===== src/rtl/sdf_pkg.sv =====
// sdf_pkg
// Shared definitions for the single-delay-feedback (SDF) NTT/INTT stage
// controllers of the sdf_16 pipeline.
//   BFU_SEL_NTT / BFU_SEL_INTT : butterfly-unit mux select words, ordered
//                                {a_mod_add_out, b_reg4, mod_add_out_reg4,
//                                 b_mod_sub_out, a_mod_mul_out,
//                                 mod_sub_out_mod_mul_out}
//   sdf_state_e                : controller FSM state encoding
//   tw_addr_width()            : width of the twiddle ROM address for a
//                                transform of size 2**log2n
package sdf_pkg;

  localparam logic [5:0] BFU_SEL_NTT  = 6'b000011;
  localparam logic [5:0] BFU_SEL_INTT = 6'b111100;

  typedef enum logic [1:0] {
    IDLE  = 2'd0,
    RUN   = 2'd1,
    FLUSH = 2'd2
  } sdf_state_e;

  // The twiddle ROM holds N/2 entries, so it needs log2n-1 address bits.
  // A degenerate 2-point transform still gets a 1-bit port so the vector
  // never collapses to zero width.
  function automatic int tw_addr_width(input int log2n);
    return (log2n > 1) ? (log2n - 1) : 1;
  endfunction

endpackage


===== src/rtl/sdf_stage_ctrl.sv =====
// sdf_stage_ctrl
// Control sequencer for one radix-2 SDF NTT/INTT stage. The stage datapath
// registers its input sample by one cycle, so every control produced here
// is registered too: the controls for a sample appear the cycle after the
// sample's in_valid, lined up with the datapath's input register.
//
// Parameters
//   log2n : transform size N = 2**log2n
//   index : delay-buffer depth D = 2**index, legal range 0..log2n-1
//
// Ports
//   clk, rst_n               : clock, asynchronous active-low reset
//   start                    : one-cycle block start, honoured only in IDLE
//   in_valid                 : stage input sample present (used in RUN only)
//   intt_mode                : 0 = NTT, 1 = INTT, latched on accepted start
//   buffer_enable            : shift the delay buffer
//   buffer_in_mux_selector   : 1 = stage input into buffer, 0 = BFU out 2
//   buffer_out_mux_selector  : 1 = BFU out 1 to stage output, 0 = buffer out
//   bfu_sel                  : butterfly datapath selects, constant per block
//   intt_logic_enable        : latched mode while busy
//   tw_addr                  : twiddle ROM address
//   out_valid                : stage output carries a valid result
//   busy                     : controller is working on a block
//   done                     : one-cycle pulse on the final out_valid
module sdf_stage_ctrl
  import sdf_pkg::*;
#(
  parameter int log2n = 4,
  parameter int index = 2
) (
  input  logic                             clk,
  input  logic                             rst_n,
  input  logic                             start,
  input  logic                             in_valid,
  input  logic                             intt_mode,
  output logic                             buffer_enable,
  output logic                             buffer_in_mux_selector,
  output logic                             buffer_out_mux_selector,
  output logic [5:0]                       bfu_sel,
  output logic                             intt_logic_enable,
  output logic [tw_addr_width(log2n)-1:0]  tw_addr,
  output logic                             out_valid,
  output logic                             busy,
  output logic                             done
);

  localparam int TW_W     = tw_addr_width(log2n);
  localparam int N        = 1 << log2n;
  localparam int D        = 1 << index;
  // Stage s with depth D walks the twiddle table with stride N/(2D).
  localparam int TW_SHIFT = log2n - 1 - index;

  localparam logic [log2n-1:0] CNT_LAST   = log2n'(N - 1);
  localparam logic [log2n-1:0] CNT_FILLED = log2n'(D);
  localparam logic [log2n-1:0] LOW_MASK   = log2n'(D - 1);
  localparam logic [log2n-1:0] FLUSH_LOAD = log2n'(D - 1);

  sdf_state_e       state;
  logic [log2n-1:0] cnt;
  logic [log2n-1:0] flush_cnt;

  logic             phase;
  logic [log2n-1:0] cnt_low;
  logic [TW_W-1:0]  tw_next;

  // Bit 'index' of the sample counter alternates every D samples between
  // filling the buffer (0) and running the butterfly (1). The low bits give
  // the position inside a butterfly group, which is masked rather than
  // sliced so that index = 0 (no low bits, tw_addr always 0) needs no
  // special case.
  assign phase   = cnt[index];
  assign cnt_low = cnt & LOW_MASK;
  assign tw_next = TW_W'(cnt_low << TW_SHIFT);

  // Single sequential block: FSM, sample counter, flush counter and all
  // registered outputs. In IDLE the outputs are driven to 0 each cycle, so
  // the last block's done/out_valid drop one cycle after the FSM returns.
  // The flush counter drains the final D samples still sitting in the delay
  // buffer after the last input, giving N out_valid cycles per block.
  always_ff @(posedge clk or negedge rst_n) begin
    if (!rst_n) begin
      state                   <= IDLE;
      cnt                     <= '0;
      flush_cnt               <= '0;
      buffer_enable           <= 1'b0;
      buffer_in_mux_selector  <= 1'b0;
      buffer_out_mux_selector <= 1'b0;
      bfu_sel                 <= '0;
      intt_logic_enable       <= 1'b0;
      tw_addr                 <= '0;
      out_valid               <= 1'b0;
      busy                    <= 1'b0;
      done                    <= 1'b0;
    end else begin
      unique case (state)
        IDLE: begin
          buffer_enable           <= 1'b0;
          buffer_in_mux_selector  <= 1'b0;
          buffer_out_mux_selector <= 1'b0;
          bfu_sel                 <= '0;
          intt_logic_enable       <= 1'b0;
          tw_addr                 <= '0;
          out_valid               <= 1'b0;
          busy                    <= 1'b0;
          done                    <= 1'b0;
          if (start) begin
            state             <= RUN;
            cnt               <= '0;
            busy              <= 1'b1;
            intt_logic_enable <= intt_mode;
            bfu_sel           <= intt_mode ? BFU_SEL_INTT : BFU_SEL_NTT;
          end
        end

        RUN: begin
          done <= 1'b0;
          if (in_valid) begin
            buffer_enable           <= 1'b1;
            buffer_in_mux_selector  <= ~phase;
            buffer_out_mux_selector <= phase;
            tw_addr                 <= phase ? tw_next : '0;
            // The first D samples only fill the buffer and produce nothing.
            out_valid               <= (cnt >= CNT_FILLED);
            cnt                     <= cnt + 1'b1;
            if (cnt == CNT_LAST) begin
              state     <= FLUSH;
              flush_cnt <= FLUSH_LOAD;
            end
          end else begin
            // Stall: freeze the buffer, selects and tw_addr keep their value.
            buffer_enable <= 1'b0;
            out_valid     <= 1'b0;
          end
        end

        FLUSH: begin
          buffer_enable           <= 1'b1;
          buffer_in_mux_selector  <= 1'b1;
          buffer_out_mux_selector <= 1'b0;
          tw_addr                 <= '0;
          out_valid               <= 1'b1;
          if (flush_cnt == '0) begin
            done  <= 1'b1;
            state <= IDLE;
          end else begin
            flush_cnt <= flush_cnt - 1'b1;
          end
        end

        default: begin
          state <= IDLE;
        end
      endcase
    end
  end

endmodule


===== config.mk =====
export PLATFORM = sky130hd
export DESIGN_NAME = sdf_stage_ctrl
export DESIGN_NICKNAME = d
export VERILOG_FILES = /design/src/rtl/sdf_pkg.sv /design/src/rtl/sdf_stage_ctrl.sv
export SDC_FILE = /design/constraint.sdc
export NUM_CORES = 1
export LEC_CHECK = 0
export ABC_AREA = 1
export CORE_ASPECT_RATIO = 0.6
export CORE_MARGIN = 1
export CORE_UTILIZATION = 45
export CTS_CLUSTER_SIZE = 25
export DETAILED_ROUTE_END_ITERATION = 8
export HOLD_SLACK_MARGIN = 0.15
export PLACE_DENSITY_LB_ADDON = 0.25
export SYNTH_ARGS = -nofsm -noshare
export SYNTH_HDL_FRONTEND = slang
export SYNTH_SLANG_ARGS = --single-unit

===== constraint.sdc =====
create_clock -name clk -period 2.4 [get_ports clk]
set_input_delay 0.48 -clock clk [delete_from_list [all_inputs] [get_ports clk]]
set_output_delay 0.48 -clock clk [all_outputs]
set_load 0.05 [all_outputs]

### Yosys cells after proc, flatten, opt, wreduce, memory -nomap -nowiden

Index checks and enable logic that the tools add are counted.

| cells by class | value |
|---|---|
| reductions and logical operators | 15 |
| bitwise gates (word level) | 1 |
| add/subtract/negate cells | 2 |
| magnitude comparators | 1 |
| equality and inequality tests | 8 |
| muxes and demuxes | 29 |

Operator list:

| operator | count |
|---|---|
| 4-bit 2-to-1 mux | 5 |
| 4-bit case mux with 2 select lines | 2 |
| 6-bit 2-to-1 mux | 2 |
| 2-bit != test (second input constant) | 5 |
| 1-bit case mux with 3 select lines | 3 |
| 2-bit 2-to-1 mux | 4 |
| 4-bit AND reduction | 2 |
| 2-bit nonzero test | 4 |
| 1-bit 2-to-1 mux | 7 |
| 3-bit 2-to-1 mux | 2 |
| 2-bit case mux with 3 select lines | 1 |
| 3-bit case mux with 2 select lines | 1 |
| 2-bit AND reduction | 3 |
| 4-bit by 1-bit adder with 4-bit output (second input constant) | 1 |
| 4-bit == test (second input constant) | 1 |
| 4-bit by 3-bit greater-or-equal comparator with 1-bit output (second input constant) | 1 |
| 4-bit zero test | 1 |
| 1-bit case mux with 2 select lines | 2 |
| 2-bit OR reduction | 2 |
| 4-bit by 1-bit subtractor with 4-bit output (second input constant) | 1 |
| 3-bit AND reduction | 1 |
| 3-bit nonzero test | 1 |
| 2-bit by 1-bit == test with 1-bit output (second input constant) | 1 |
| 2-bit == test (second input constant) | 1 |
| other kinds (2) | 2 |

| storage, ports and cells | value |
|---|---|
| register bits after elaboration | 26 |
| output and inout port bits | 16 |

### Longest topological paths before layout

Gate-level depths: netlist of run 1.

| depth | value |
|---|---|
| depth in word-level cells | 4 |
| gate-level depth with buffers | 10 |
| depth with buffers taken out | 10 |

### Least setup slack after synthesis of run 1

OpenSTA, ideal clock, no wires.

| timing | value |
|---|---|
| path type | register -> output |
| from | register, netlist name intt_logic_enable |
| to | output port bfu_sel[2] |
| required time | 1.920 ns |
| buffers on the path | 1 |
| stages on the path, launching flop included | 2 |
| setup slack | 0.961 ns |
| data arrival time | 0.959 ns |
| cells stage by stage | dfrtp_1 buf_4 |

RTL lines:

| what | RTL line | source |
|---|---|---|
| end, declared | sdf_stage_ctrl.sv:39 | `output logic [5:0] bfu_sel,` |

==> results of run 1 <==
state kept, by name (all words and copies together) (netlist names):
signal,flops
cnt,4
state,2
flush_cnt,4
buffer_enable,1
buffer_out_mux_selector,1
buffer_in_mux_selector,1
intt_logic_enable,1
done,1
tw_addr,2
bfu_sel,1
busy,1
out_valid,1
layer usage:
layer,routed length [um],part of all wire,up-vias,track usage
li1,-,-,491,-
met1,1260,0.52,446,0.2907
met2,994,0.41,40,0.2824
met3,168,0.069,2,0.05978
met4,8,0.0033,0,0.02500
met5,0,0,-,0
area by class of cell:
| class | count | area (sq um) | share of cell area |
|---|---|---|---|
| inverters | 18 | 70.07 | 0.04956 |
| well taps | 32 | 40.04 | 0.02832 |
| flip-flops and latches | 20 | 500.5 | 0.3540 |
| clock buffers | 3 | 41.29 | 0.02920 |
| repair buffers | 20 | 197.7 | 0.1398 |
| multi-input cells | 101 | 564.3 | 0.3991 |
metrics by stage:
stage	total power, mW	cells	worst slack (ns)	utilization	instance area [sq um]
after floorplan	1.607	147	0.9614	-	1199
after global placement	1.863	191	0.7046	0.5441	1373
after detailed placement	1.895	191	0.6825	0.5441	1373
after CTS	2.129	194	0.3768	0.5605	1414
after global routing	2.284	194	0.3397	0.5605	1414
final	2.124	194	0.3997	0.5605	1414
cell usage in the layout, fill, tap and decap left out:
cell type / synthesis / final
inv_1: 13 / 13
ha_1: 9 / 9
a31oi_1: 1 / 1
nor2_2: 1 / 1
o21bai_1: 2 / 2
clkdlybuf4s50_1: 0 / 19
nor2_4: 2 / 2
a21oi_1: 7 / 7
nand2_1: 41 / 41
nand2_4: 1 / 1
nand2_2: 5 / 5
inv_2: 4 / 4
nor2_1: 5 / 5
nor3_2: 1 / 1
conb_1: 1 / 1
buf_4: 7 / 1
dfrtp_1: 20 / 20
xnor2_1: 1 / 1
nand3_2: 1 / 1
o21ai_0: 11 / 11
o21ai_1: 2 / 2
nand3_1: 8 / 8
nand4_1: 1 / 1
inv_4: 1 / 1
o211ai_1: 1 / 1
clkbuf_8: 0 / 3
worst reg2reg max path, delay by kind of cell (launching register included):
kind                     cells  cell delay (ns)
adder cells (fa/ha/maj)      1             0.44
buffers and inverters        2             0.29
flip-flops                   1             0.43
AND/OR/NAND/NOR              3             0.28
AO/OA/AOI/OAI                1             0.16
report_power, final:
part	switching [mW]	internal (mW)
sequential	0.109	0.466
clock	0.105	0.112
combinational	0.913	0.419
total	1.13	0.996
how the worst min path moves through the flow:
stage / from / endpoint / cells after the start
after floorplan: rst_n / bfu_sel[1]$_DFFE_PN0N_ / 0
after global placement: busy$_DFFE_PN0N_ / busy$_DFFE_PN0N_ / 2
after detailed placement: busy$_DFFE_PN0N_ / busy$_DFFE_PN0N_ / 2
after CTS: busy$_DFFE_PN0N_ / busy$_DFFE_PN0N_ / 2
after global routing: busy$_DFFE_PN0N_ / busy$_DFFE_PN0N_ / 2
final: busy$_DFFE_PN0N_ / busy$_DFFE_PN0N_ / 2
cells by family after synthesis:
group | Yosys count
and+or+nand+nor | 66
buffers and inverters | 26
AOI/OAI and AO/OA | 24
DFF | 20
adders and majority gates | 9
xor gates and xnor gates | 1
other | 1
==> flow_metrics.tcl, run 1 <==
set metrics [dict create \
    reg2reg_depth 7 \
    via_count 979 \
    cts_sinks 20 \
    gr-total-overflow 0 \
    period_share 0.8335 \
    ir_worst_vdd_uv 952.4 \
    ys_seq_elements 20 \
    die_x_um 68.63 \
    wl_per_cell_um 12.54 \
    finalCriticalPeriod_ns 2.000 \
    dp_hpwl_um 1793 \
    ys.flop_type "dfrtp_1" \
    r2r_slack_ns 0.69 \
    clockRootBuffer "clkbuf_8" \
    yosys.area.top_type "dfrtp_1" \
    finalMaxSlewViolations 0 \
    finalClockSkew_ns 0.001604 \
    slowest_delay_ns 0.84 \
    hp-class "flop to flop" \
    grt_setup_unrepaired "false" \
    grt_pass1_wl_um 4008 \
    rows 14 \
    cts_max_path_buffers 2 \
    syn_nets 161 \
    cp_data_arrival_time_ns 1.52 \
    ctsResizeCount 0 \
    synthSimpleGateAreaFrac 0.2589 \
    cap_violations 0 \
    synth.most_common_cell "nand2_1" \
    route.detailed.drc 0 \
    ant_nets 0 \
    diodes 0 \
    cts.hold.buffers_added 0 \
    viasPerCell 5.046 \
    grt_pass1_vias 873 \
    start_kind "flop" \
    fill_cells 241 \
    synth_area_leaders "dfrtp_1, nand2_1, ha_1" \
    cp_max_fo 6 \
    crit_start "intt_logic_enable$_DFFE_PN0N_" \
    synth_cells 147 \
    finalSetupViolCount 0 \
    hold_viol_final 0 \
    grt_util_all_layers 0.1946 \
    yosysTopAreaCellShare 0.4175 \
    ys_async_sr_fraction 1.000 \
    die_area_sq_um 2881 \
    p_per_area_nw_per_um2 1502 \
    tightest_slew_ns 0.5071 \
    max_clock_freq_mhz 499.9 \
    final_nets 178 \
    drt_iter0_drc 74 \
    cts_made_buffers 3 \
    cts_setup_buffers 0 \
    yosys.area_share.xor_xnor 0.007307 \
    yosysWarnings 0 \
    coreArea_sq_um 2522 \
    synth.distinct_cells 25 \
    crit_buf_inv 1 \
    status "completed" \
    cp_cell_sequence "clkdlybuf4s50_1" \
    firstDrtPassIters 4 \
    routed_wl_um 2433 \
    slowest_stage "clkdlybuf4s50_1" \
    synth_edf_count 0 \
    cts_tree "done" \
    synth_top_family_by_area "simple AND/OR/NAND/NOR gates" \
    die-height_um 41.98 \
    r2r-start "state[0]$_DFFE_PN0P_" \
    io_buffers 19 \
    syn_area_sq_um 1199 \
    synth-compound-area-share 0.1075 \
    areaGrowthSynthToFinish_pct 17.95 \
    r2r-end "flush_cnt[3]$_DFFE_PN0P_" \
    clock_latency_ns 0.25 \
    synthMuxAreaShare 0 \
    synth.avg_cell_area_sq_um 8.154 \
    synthTopCellsByCount "nand2_1, dfrtp_1, inv_1, o21ai_0, ha_1" \
    p_leak_nw 0.6960 \
    worstSetupPathType "flop to output pin" \
    hold_ws_ns 0.4836 \
    grt_max_degree 21 \
    crit_cells 1 \
    antenna_found_initial 0 \
    initial_utilization 0.4752 \
    clkSlewWorstSetupHoldPaths_ns 0.07 \
    ios 21 \
    cpLargestDelayFamily "buffers and inverters" \
    cts_max_level 1 \
    drive_above_1_share 0.1235 \
    cp-endpoint "bfu_sel[4]" \
    ys_seq_area_frac 0.4175 \
    crit_path_end_kind "output pin" \
    slew_headroom 0.6609 \
    fin_tns_setup_ns 0 \
    gp_congestion 0.8528 \
    synthAdderAreaFrac 0.09395 \
    worstPathRequired_ns 1.92 \
]
Note: power is estimated with default switching activity, not from simulation.
==> run 2, diff against run 1 <==
Clock period 2.4 ns to 1.9 ns, I/O delays scaled along.
==> flow_metrics.tcl, run 2 (synthesis gave the netlist of run 1 again) <==
set metrics [dict create \
    dpl_cell_area_sq_um 1363 \
    dp_hpwl_um 1806 \
    grt_pass1_wl_um 4105 \
    cp_max_fo 2 \
    ir_worst_vdd_uv 1146 \
    grt_max_degree 21 \
    cts_made_buffers 3 \
    io_buffers 19 \
    die_x_um 68.63 \
    p_leak_nw 0.7193 \
    rows 14 \
    period_share 0.9476 \
    final_common_cell "nand2_1" \
    finalCriticalPeriod_ns 1.800 \
    cts_tree "done" \
    cts_setup_buffers 0 \
    finalSetupViolCount 0 \
    cp_cell_sequence "clkdlybuf4s50_1" \
    fin_tns_setup_ns 0 \
    hold_viol_final 0 \
    viasPerCell 5.031 \
    totalPowerFinal_mw 2.721 \
    wl_per_cell_um 12.24 \
    final_cell_mix "nand2_1, dfrtp_1, inv_1" \
    routed_wl_um 2399 \
    antenna_found_initial 0 \
    ctsResizeCount 0 \
    die-height_um 41.98 \
    drt_iter0_drc 55 \
    slowest_delay_ns 0.80 \
    initial_utilization 0.4752 \
    status "completed" \
    cpLargestDelayFamily "buffers and inverters" \
    die_area_sq_um 2881 \
    grt_util_all_layers 0.1961 \
    crit_path_end_kind "output pin" \
    ant_nets 0 \
    coreArea_sq_um 2522 \
    finalMaxSlewViolations 0 \
    cts.hold.buffers_added 0 \
    clock_latency_ns 0.26 \
    cp_data_arrival_time_ns 1.42 \
    reg.largest.list "cnt: 4 flops, flush_cnt: 4 flops" \
    cts_max_level 1 \
    grt_setup_unrepaired "false" \
    clockRootBuffer "clkbuf_8" \
    final_core_util 0.5620 \
    grt_util_met3 0.06522 \
    gp_congestion 0.8252 \
    ios 21 \
    drive_above_1_share 0.1768 \
    met2_usage 0.2784 \
    via_count 986 \
    slowest_stage "clkdlybuf4s50_1" \
    crit_buf_inv 1 \
    final_cell_area_sq_um 1418 \
    worstPathRequired_ns 1.52 \
    hold_ws_ns 0.4506 \
    tightest_slew_ns 0.4981 \
    finalNonFillerCells 196 \
    finalClockSkew_ns 0.005038 \
    worstSetupPathType "flop to output pin" \
    slew_headroom 0.6669 \
    setup_ws_ns 0.09953 \
    place_inst 192 \
    cts_sinks 20 \
    clkSlewWorstSetupHoldPaths_ns 0.08 \
    met1_usage 0.2897 \
    max_clock_freq_mhz 555.4 \
    hp-class "primary input to async pin" \
    final_nets 179 \
    place_ws_ns 0.3570 \
    firstDrtPassIters 4 \
    busiest_layer "met1" \
    p_per_area_nw_per_um2 1920 \
    cap_violations 0 \
    cts_max_path_buffers 2 \
    areaGrowthSynthToFinish_pct 18.27 \
    route.detailed.drc 0 \
    diodes 0 \
    start_kind "flop" \
    gr-total-overflow 0 \
    grt_pass1_vias 892 \
]
[run 2: changes by cell type in the layout (fill, tap and decap cells not counted)]
cell / change
buf_4: +8
clkbuf_8: +1
clkdlybuf4s50_1: -7
[run 2: report_power, final]
part | leakage (nW) | switching, mW | internal, mW | total, mW
clock | 0.0288 | 0.140 | 0.184 | 0.325
sequential | 0.263 | 0.145 | 0.588 | 0.734
combinational | 0.427 | 1.15 | 0.513 | 1.66
[run 2: path summary, 6_finish.rpt]
| path | start | cells past startpoint | end | slack, ns |
|---|---|---|---|---|
| min | rst_n | 2 | cnt[1]$_DFFE_PN0P_ | 0.45 |
| max | busy$_DFFE_PN0N_ | 1 | busy | 0.1 |
| min reg2reg | buffer_enable$_DFFE_PN0P_ | 2 | buffer_enable$_DFFE_PN0P_ | 0.49 |
| min in group clk | buffer_enable$_DFFE_PN0P_ | 2 | buffer_enable$_DFFE_PN0P_ | 0.49 |
| max in group asynchronous | rst_n | 2 | tw_addr[2]$_DFFE_PN0P_ | 1.25 |
| max reg2reg | state[1]$_DFFE_PN0P_ | 7 | cnt[2]$_DFFE_PN0P_ | 0.35 |
[run 2: area by class of cell]
cell class | count | area, sq um
clock buffers | 4 | 55.05
fillers | 241 | 1105
inverters | 18 | 70.07
multi-input cells | 101 | 564.3
flip-flops and latches | 20 | 500.5
well taps | 32 | 40.04
repair buffers | 21 | 187.7
[run 2: worst register-to-register path: stages (launching register included)]
cell	delay [ns]
dfrtp_1	0.41
inv_1	0.17
ha_1	0.37
nand2_1	0.11
nand2_2	0.09
nand2_2	0.10
a21oi_1	0.13
a21oi_1	0.06
[run 2: layer usage]
layer,vias up,part of all wire
met3,2,0.075
li1,495,-
met4,0,0.0033
met1,452,0.51
met5,-,0
met2,37,0.41
==> run 3, diff against run 2 <==
Settings changed: SKIP_LAST_GASP from default to 1.
==> results of run 3 <==
No change in the layout: final DEF, timing and power equal those of run 2.
